`config.mk`:
```
export PLATFORM = sky130hd
export DESIGN_NAME = dac_serializer
export DESIGN_NICKNAME = d
export VERILOG_FILES = /design/src/rtl/dac_serializer.sv
export SDC_FILE = /design/constraint.sdc
export NUM_CORES = 1
export LEC_CHECK = 0
export BUFFER_PORTS_ARGS = -buffer_cell sky130_fd_sc_hd__buf_2
export CAP_MARGIN = 20
export CORE_AREA = 2 2 113 115
export CTS_CLUSTER_DIAMETER = 150
export DETAILED_ROUTE_END_ITERATION = 8
export DIE_AREA = 0 0 115 117
export PLACE_DENSITY = 0.53
export SYNTH_ARGS = -nofsm -noshare
export SYNTH_HDL_FRONTEND = slang
export SYNTH_SLANG_ARGS = --single-unit
```
`constraint.sdc`:
```
create_clock -name clock -period 2.1 [get_ports clock]
set_input_delay 0.105 -clock clock [delete_from_list [all_inputs] [get_ports clock]]
set_output_delay 0.105 -clock clock [all_outputs]
set_load 0.05 [all_outputs]
```
`src/rtl/dac_serializer.sv`:
```
// Mono-to-stereo DAC serializer: one-deep sample buffer, self-generated bclk/lrclk, 32-slot frames.
// Define I2S_DELAY_EN for standard I2S (sdata delayed one bclk); otherwise left-justified.
module dac_serializer #(
  parameter int unsigned BCLK_DIV = 4
) (
  input  logic        clock,
  input  logic        reset,
  input  logic [15:0] sample_in,
  input  logic        sample_valid,
  output logic        sample_ready,
  output logic        bclk,
  output logic        lrclk,
  output logic        sdata,
  output logic        frame_start,
  output logic        underrun
);

  localparam int unsigned SAMPLE_W = 16;
  localparam int unsigned SLOT_W   = 5;
  localparam int unsigned FRAME_W  = 2 * SAMPLE_W;
  localparam int unsigned DIV_W    = $clog2(BCLK_DIV);
  localparam logic [DIV_W-1:0]  DIV_LAST  = DIV_W'(BCLK_DIV - 1);
  localparam logic [SLOT_W-1:0] SLOT_LAST = SLOT_W'(31);

  logic [DIV_W-1:0]    r_div_cnt;
  logic                r_bclk;
  logic [SLOT_W-1:0]   r_slot;
  logic                r_lrclk;
  // Bits still to be emitted this frame; the emitted bit lives in r_sdata.
  logic [FRAME_W-2:0]  r_shift;
  logic                r_sdata;
  logic [SAMPLE_W-1:0] r_last_sample;
  logic [SAMPLE_W-1:0] r_hold_data;
  logic                r_hold_full;
  logic                r_frame_start;
  logic                r_underrun;
`ifdef I2S_DELAY_EN
  logic                r_lj_bit;
`endif

  logic                w_div_wrap;
  logic                w_fall_tick;
  logic                w_frame_tick;
  logic                w_xfer;
  logic [SAMPLE_W-1:0] w_sample;
  logic                w_starved;
  logic [FRAME_W-1:0]  w_shift_next;
  logic [SLOT_W-1:0]   w_slot_next;

  assign w_div_wrap   = (r_div_cnt == DIV_LAST);
  assign w_fall_tick  = w_div_wrap & r_bclk;
  assign w_frame_tick = w_fall_tick & (r_slot == SLOT_LAST);
  assign w_xfer       = sample_valid & ~r_hold_full;
  assign w_slot_next  = r_slot + SLOT_W'(1);

  // Frame sample source: buffered sample, same-cycle bypass, or repeat on starvation.
  always_comb begin
    w_sample  = r_last_sample;
    w_starved = 1'b0;
    if (r_hold_full) begin
      w_sample = r_hold_data;
    end else if (w_xfer) begin
      w_sample = sample_in;
    end else begin
      w_starved = 1'b1;
    end
  end

  assign w_shift_next = w_frame_tick ? {w_sample, w_sample} : {r_shift, 1'b0};

  always_ff @(posedge clock) begin
    if (reset) begin
      r_div_cnt     <= '0;
      r_bclk        <= 1'b0;
      r_slot        <= SLOT_LAST;
      r_lrclk       <= 1'b1;
      r_shift       <= '0;
      r_sdata       <= 1'b0;
      r_last_sample <= '0;
      r_hold_data   <= '0;
      r_hold_full   <= 1'b0;
      r_frame_start <= 1'b0;
      r_underrun    <= 1'b0;
`ifdef I2S_DELAY_EN
      r_lj_bit      <= 1'b0;
`endif
    end else begin
      r_frame_start <= w_frame_tick;
      r_underrun    <= w_frame_tick & w_starved;
      r_div_cnt     <= w_div_wrap ? '0 : r_div_cnt + DIV_W'(1);
      if (w_div_wrap) begin
        r_bclk <= ~r_bclk;
      end
      if (w_fall_tick) begin
        r_slot  <= w_slot_next;
        r_lrclk <= w_slot_next[SLOT_W-1];
        r_shift <= w_shift_next[FRAME_W-2:0];
`ifdef I2S_DELAY_EN
        r_lj_bit <= w_shift_next[FRAME_W-1];
        r_sdata  <= r_lj_bit;
`else
        r_sdata  <= w_shift_next[FRAME_W-1];
`endif
      end
      if (w_frame_tick) begin
        r_last_sample <= w_sample;
        r_hold_full   <= 1'b0;
      end else if (w_xfer) begin
        r_hold_data <= sample_in;
        r_hold_full <= 1'b1;
      end
    end
  end

  assign sample_ready = ~r_hold_full;
  assign bclk         = r_bclk;
  assign lrclk        = r_lrclk;
  assign sdata        = r_sdata;
  assign frame_start  = r_frame_start;
  assign underrun     = r_underrun;

endmodule

```
== Yosys cells after proc, flatten, opt, wreduce, memory -nomap -nowiden ==
Cells that the tools add are included.

* Add/sub/neg operators: 2
* Reduce and logical (&&, ||, !) cells: 3
* Muxes and demuxes: 5
* Bitwise logic cells: 7
* Equal/unequal tests: 2

{| class="wikitable"
|+ Operators with widths
! kind !! count
|-
| 2-to-1 mux 16 bit || 2
|-
| 2-to-1 mux 32 bit || 1
|-
| adder 5 x 1 -> 5 bit (second input constant) || 1
|-
| == test 5 bit (second input constant) || 1
|-
| AND 1 bit || 4
|-
| OR reduction 2 bit || 2
|-
| NOT 1 bit || 3
|-
| adder 2 x 1 -> 2 bit (second input constant) || 1
|-
| == test 2 bit (second input constant) || 1
|-
| 2-to-1 mux 1 bit || 2
|-
| AND reduction 2 bit || 1
|}

* Register bits after elaboration: 76
* Output and inout bits: 6

== Longest topological paths before layout ==
* Word-level depth: 5
* Gate-level depth with buffers: 10

== Worst setup path before layout ==
No wires, ideal clock.

* Path type: register to register
* Start: reg r_slot[0]
* End: reg r_shift[22]
* Slack: 0.209 ns
* Cell stages (with the launch flop): 10
* Buffers on the path: 3
* Arrival time: 1.757 ns
* Required time: 1.966 ns
* Clock period less this slack: 1.891 ns
* Cells stage by stage: dfxtp_1 > ha_1 > and3_1 > ha_1 > buf_6 > and2_4 > buf_6 > buf_12 > a221oi_2 > a211oi_1

* Word-level cells in the longest chain between the ends: 3

{| class="wikitable"
|+ Ends and longest elaborated chain
! item !! RTL line !! source
|-
| from (decl) || 27 || <nowiki>logic [SLOT_W-1:0] r_slot;</nowiki>
|-
| from (signal assigned) || 95 || <nowiki>r_slot <= w_slot_next;</nowiki>
|-
| == test 5 bit || 52 || <nowiki>assign w_frame_tick = w_fall_tick & (r_slot == SLOT_LAST);</nowiki>
|-
| AND 1 bit || 52 ||
|-
| 2-to-1 mux 32 bit || 69 || <nowiki>assign w_shift_next = w_frame_tick ? {w_sample, w_sample} : {r_shift, 1'b0};</nowiki>
|-
| to (signal assigned) || 97 || <nowiki>r_shift <= w_shift_next[FRAME_W-2:0];</nowiki>
|-
| to (decl) || 30 || <nowiki>logic [FRAME_W-2:0] r_shift;</nowiki>
|}

Every way passes these cells.
A chain may end at the register's enable or synchronous reset.

== Worst setup path in the final report ==
* Start: reg r_slot[0]
* End: reg r_shift[15]

Same word-level chain as after synthesis.

==> results.toml <==
[outcome]
status = "finished clean"

[timing]
tightestPinTransition_ns = 0.697
max_freq_mhz = 508
slew_viol_final = 0
relSlewSlack_pct = 53.6
hold_viol_final = 0
finalSetupViolCount = 0
period_needed_ns = 1.97
fin_skew_ns = 0.00436
rsz0062_at_grt = "no"
fin_crit_sh_pct = 93.7
setup_tns_ns = 0

[finish]
diodes = 0
nets = 407
final_area_sq_um = 4180
syn_to_final_growth_pct = 15.6
drive_gt1_share_pct = 22.3

[worst_setup_path]
slowest_stage = "a221oi_1"
cp-start-kind = "flop"
required_ns = 2.28
slowest_delay_ns = 0.43
cp_cell_sequence = "ha_1, and3_1, ha_1, and2_4, a221oi_1, a211oi_1"
crit_path_end_kind = "flop"
critical_path_class = "flop to flop"
cp_data_arrival_time_ns = 2.15
worst-path-max-fanout = 15
path_common_cell = "ha_1"

[global_route]
antenna_found_initial = 0
grt_pass1_wl_mm = 13.3
track_usage_pct = 12.9
overflow = 0
grt_pass1_vias = 2624
grt_max_degree = 42

[floorplan]
fp.dieW_microns = 115
core_area_sq_um = 12300
dieArea_sq_um = 13500
die_h_microns = 117
num_rows = 41
io_pins = 25
start_util_pct = 29.4

[logic_synthesis]
synthFlopType = "dfxtp_1"
ys_async_sr_fraction_pct = 0
synth-seq-cells = 75
syn_inst = 367
synth_warnings = 0
synthTopCellsByArea = "dfxtp_1 (42%), nand2b_1 (11%), mux2i_1 (8.6%), a211oi_1 (6.4%), a221oi_2 (4.6%)"
netlist_area_sq_um = 3610
yosysMostFrequentCell = "dfxtp_1"
synth_edf_count = 0
synth.net_count = 389
synth_common_cells = "dfxtp_1 (75), nand2b_1 (65), nor2_1 (32)"
ys_types = 39
ys_seq_area_share_pct = 41.5
synth_top_area_cell = "dfxtp_1"
synthDominantCellAreaShare_pct = 41.5
synth_area_per_cell_sq_um = 9.85

[pwr]
p_int_w = 0.00284
vdd_drop_max_uv = 423
p_clk_share_pct = 50.8
p_comb_share_pct = 8.1
p_per_area_nw_per_um2 = 868
switchingPower_w = 0.000785
seqPwrFrac_pct = 41.1
p_leak_nw = 1.60
sw_frac_of_total_pct = 21.6

[routing]
viasPerCell = 4.83
wl_per_cell_microns = 14.8
ant_nets = 0
drc = 0
num_vias = 2609
first_iter_violations = 93
wirelength_mm = 7.98
dr.pass1.iters = 4

[placed_design]
gp_congestion = 0.716
hpwl_mm = 5.27
dpl-instance-area_sq_um = 3820
port-buffer-count = 24

[clocking]
cts.sinks = 75
clk_latency_ns = 0.33
postCtsResizedCells = 0
cts_hold_buf = 0
clkTransAtPathRegs_ns = 0.06
cts_root_buf = "clkbuf_16"
numCtsBuffers = 9
cts_setup_buffers = 0
htreeDepth = 3
clock_path_buffers = 2
cts_tree = "done"

[min_path]
hp-class = "input pin to flop"

[run]
timing.max_cap.violations = 0
[cell usage in the layout, fill, tap and decap left out, types with 2 or more instances in the layout]
| master | count |
|---|---|
| a211oi_1 | 31 |
| a221oi_1 | 4 |
| a221oi_2 | 11 |
| and3_1 | 2 |
| buf_12 | 2 |
| buf_2 | 24 |
| buf_4 | 13 |
| bufinv_16 | 3 |
| clkbuf_16 | 9 |
| clkbuf_8 | 3 |
| dfxtp_1 | 75 |
| ha_1 | 3 |
| mux2_2 | 10 |
| mux2_4 | 6 |
| mux2i_1 | 31 |
| nand2_1 | 23 |
| nand2b_1 | 65 |
| nand3_1 | 3 |
| nand3b_1 | 3 |
| nor2_1 | 32 |
| nor3_1 | 3 |
| o21ai_0 | 16 |
| xnor2_1 | 2 |
[power groups by stage]
stage / Combinational, W / Clock, W / Sequential, W
after floorplan: 0.000236 / 0 / 0.00152
after global placement: 0.000288 / 0 / 0.00152
after detailed placement: 0.000294 / 0 / 0.00152
after CTS: 0.000295 / 0.00189 / 0.00149
after global routing: 0.000320 / 0.00194 / 0.00150
final: 0.000293 / 0.00184 / 0.00149
[cells by family (layout without fill, tap and decap cells)]
kind of cell,count (synthesis),in the layout,share of synthesized area [%]
AOI/OAI and AO/OA,67,67,15.3
xor gates and xnor gates,3,3,0.727
adders and majority gates,3,3,1.04
buffers and inverters,34,57,6.89
DFF,75,75,41.5
muxes,47,47,14.2
and+or+nand+nor,138,138,20.4
[path summary, 6_finish.rpt]
kind	startpoint	to	slack, ns	depth (start not counted)
setup reg to reg	r_slot[0]	r_shift[15]	0.13	6
hold / removal	sample_in[0]	r_hold_data[0]	0.04	3
setup / recovery	r_slot[0]	r_shift[15]	0.13	6
hold reg to reg	r_div_cnt[0]	r_div_cnt[0]	0.42	1
[registers in the layout (all words and copies together) (netlist names)]
signal / cells
r_shift: 31
r_hold_data: 16
r_last_sample: 16
r_slot: 5
r_div_cnt: 2
bclk: 1
frame_start: 1
r_hold_full: 1
sdata: 1
underrun: 1
[routing by layer]
metal,global-route usage [%],part of all wire [%],up-vias,wire length (microns)
met3,4.02,5.1,7,404
met4,4.10,1.2,0,99
met1,17.0,50,1221,4010
met2,20.4,44,55,3470
met5,0,0,-,0
li1,-,-,1326,-
[worst max-delay path: cells and delay by family, from the launching register on]
kind,cells,cell delay (ns)
DFF,1,0.33
adders and majority gates,2,0.46
and+or+nand+nor,2,0.46
AOI/OAI and AO/OA,2,0.56
[final cells by class]
class | instances | area (sq um)
clock inverters | 4 | 95.1
clock buffers | 12 | 267
flip-flops and latches | 75 | 1500
repair buffers | 39 | 258
well taps | 150 | 188
fillers | 1276 | 8130
inverters | 2 | 7.51
multi-input cells | 258 | 1860
[stage by stage]
stage	util (%)	hold WS, ns	cells	setup slack, ns	total power [W]
after floorplan	-	0.260	367	0.209	0.00175
after global placement	31.0	0.380	524	0.179	0.00181
after detailed placement	31.0	0.386	524	0.150	0.00182
after CTS	34.0	0.0323	540	0.134	0.00367
after global routing	34.0	0.0428	540	0.0165	0.00376
final	34.0	0.0398	540	0.133	0.00363
No activity file was read; power rests on OpenSTA's default activity.
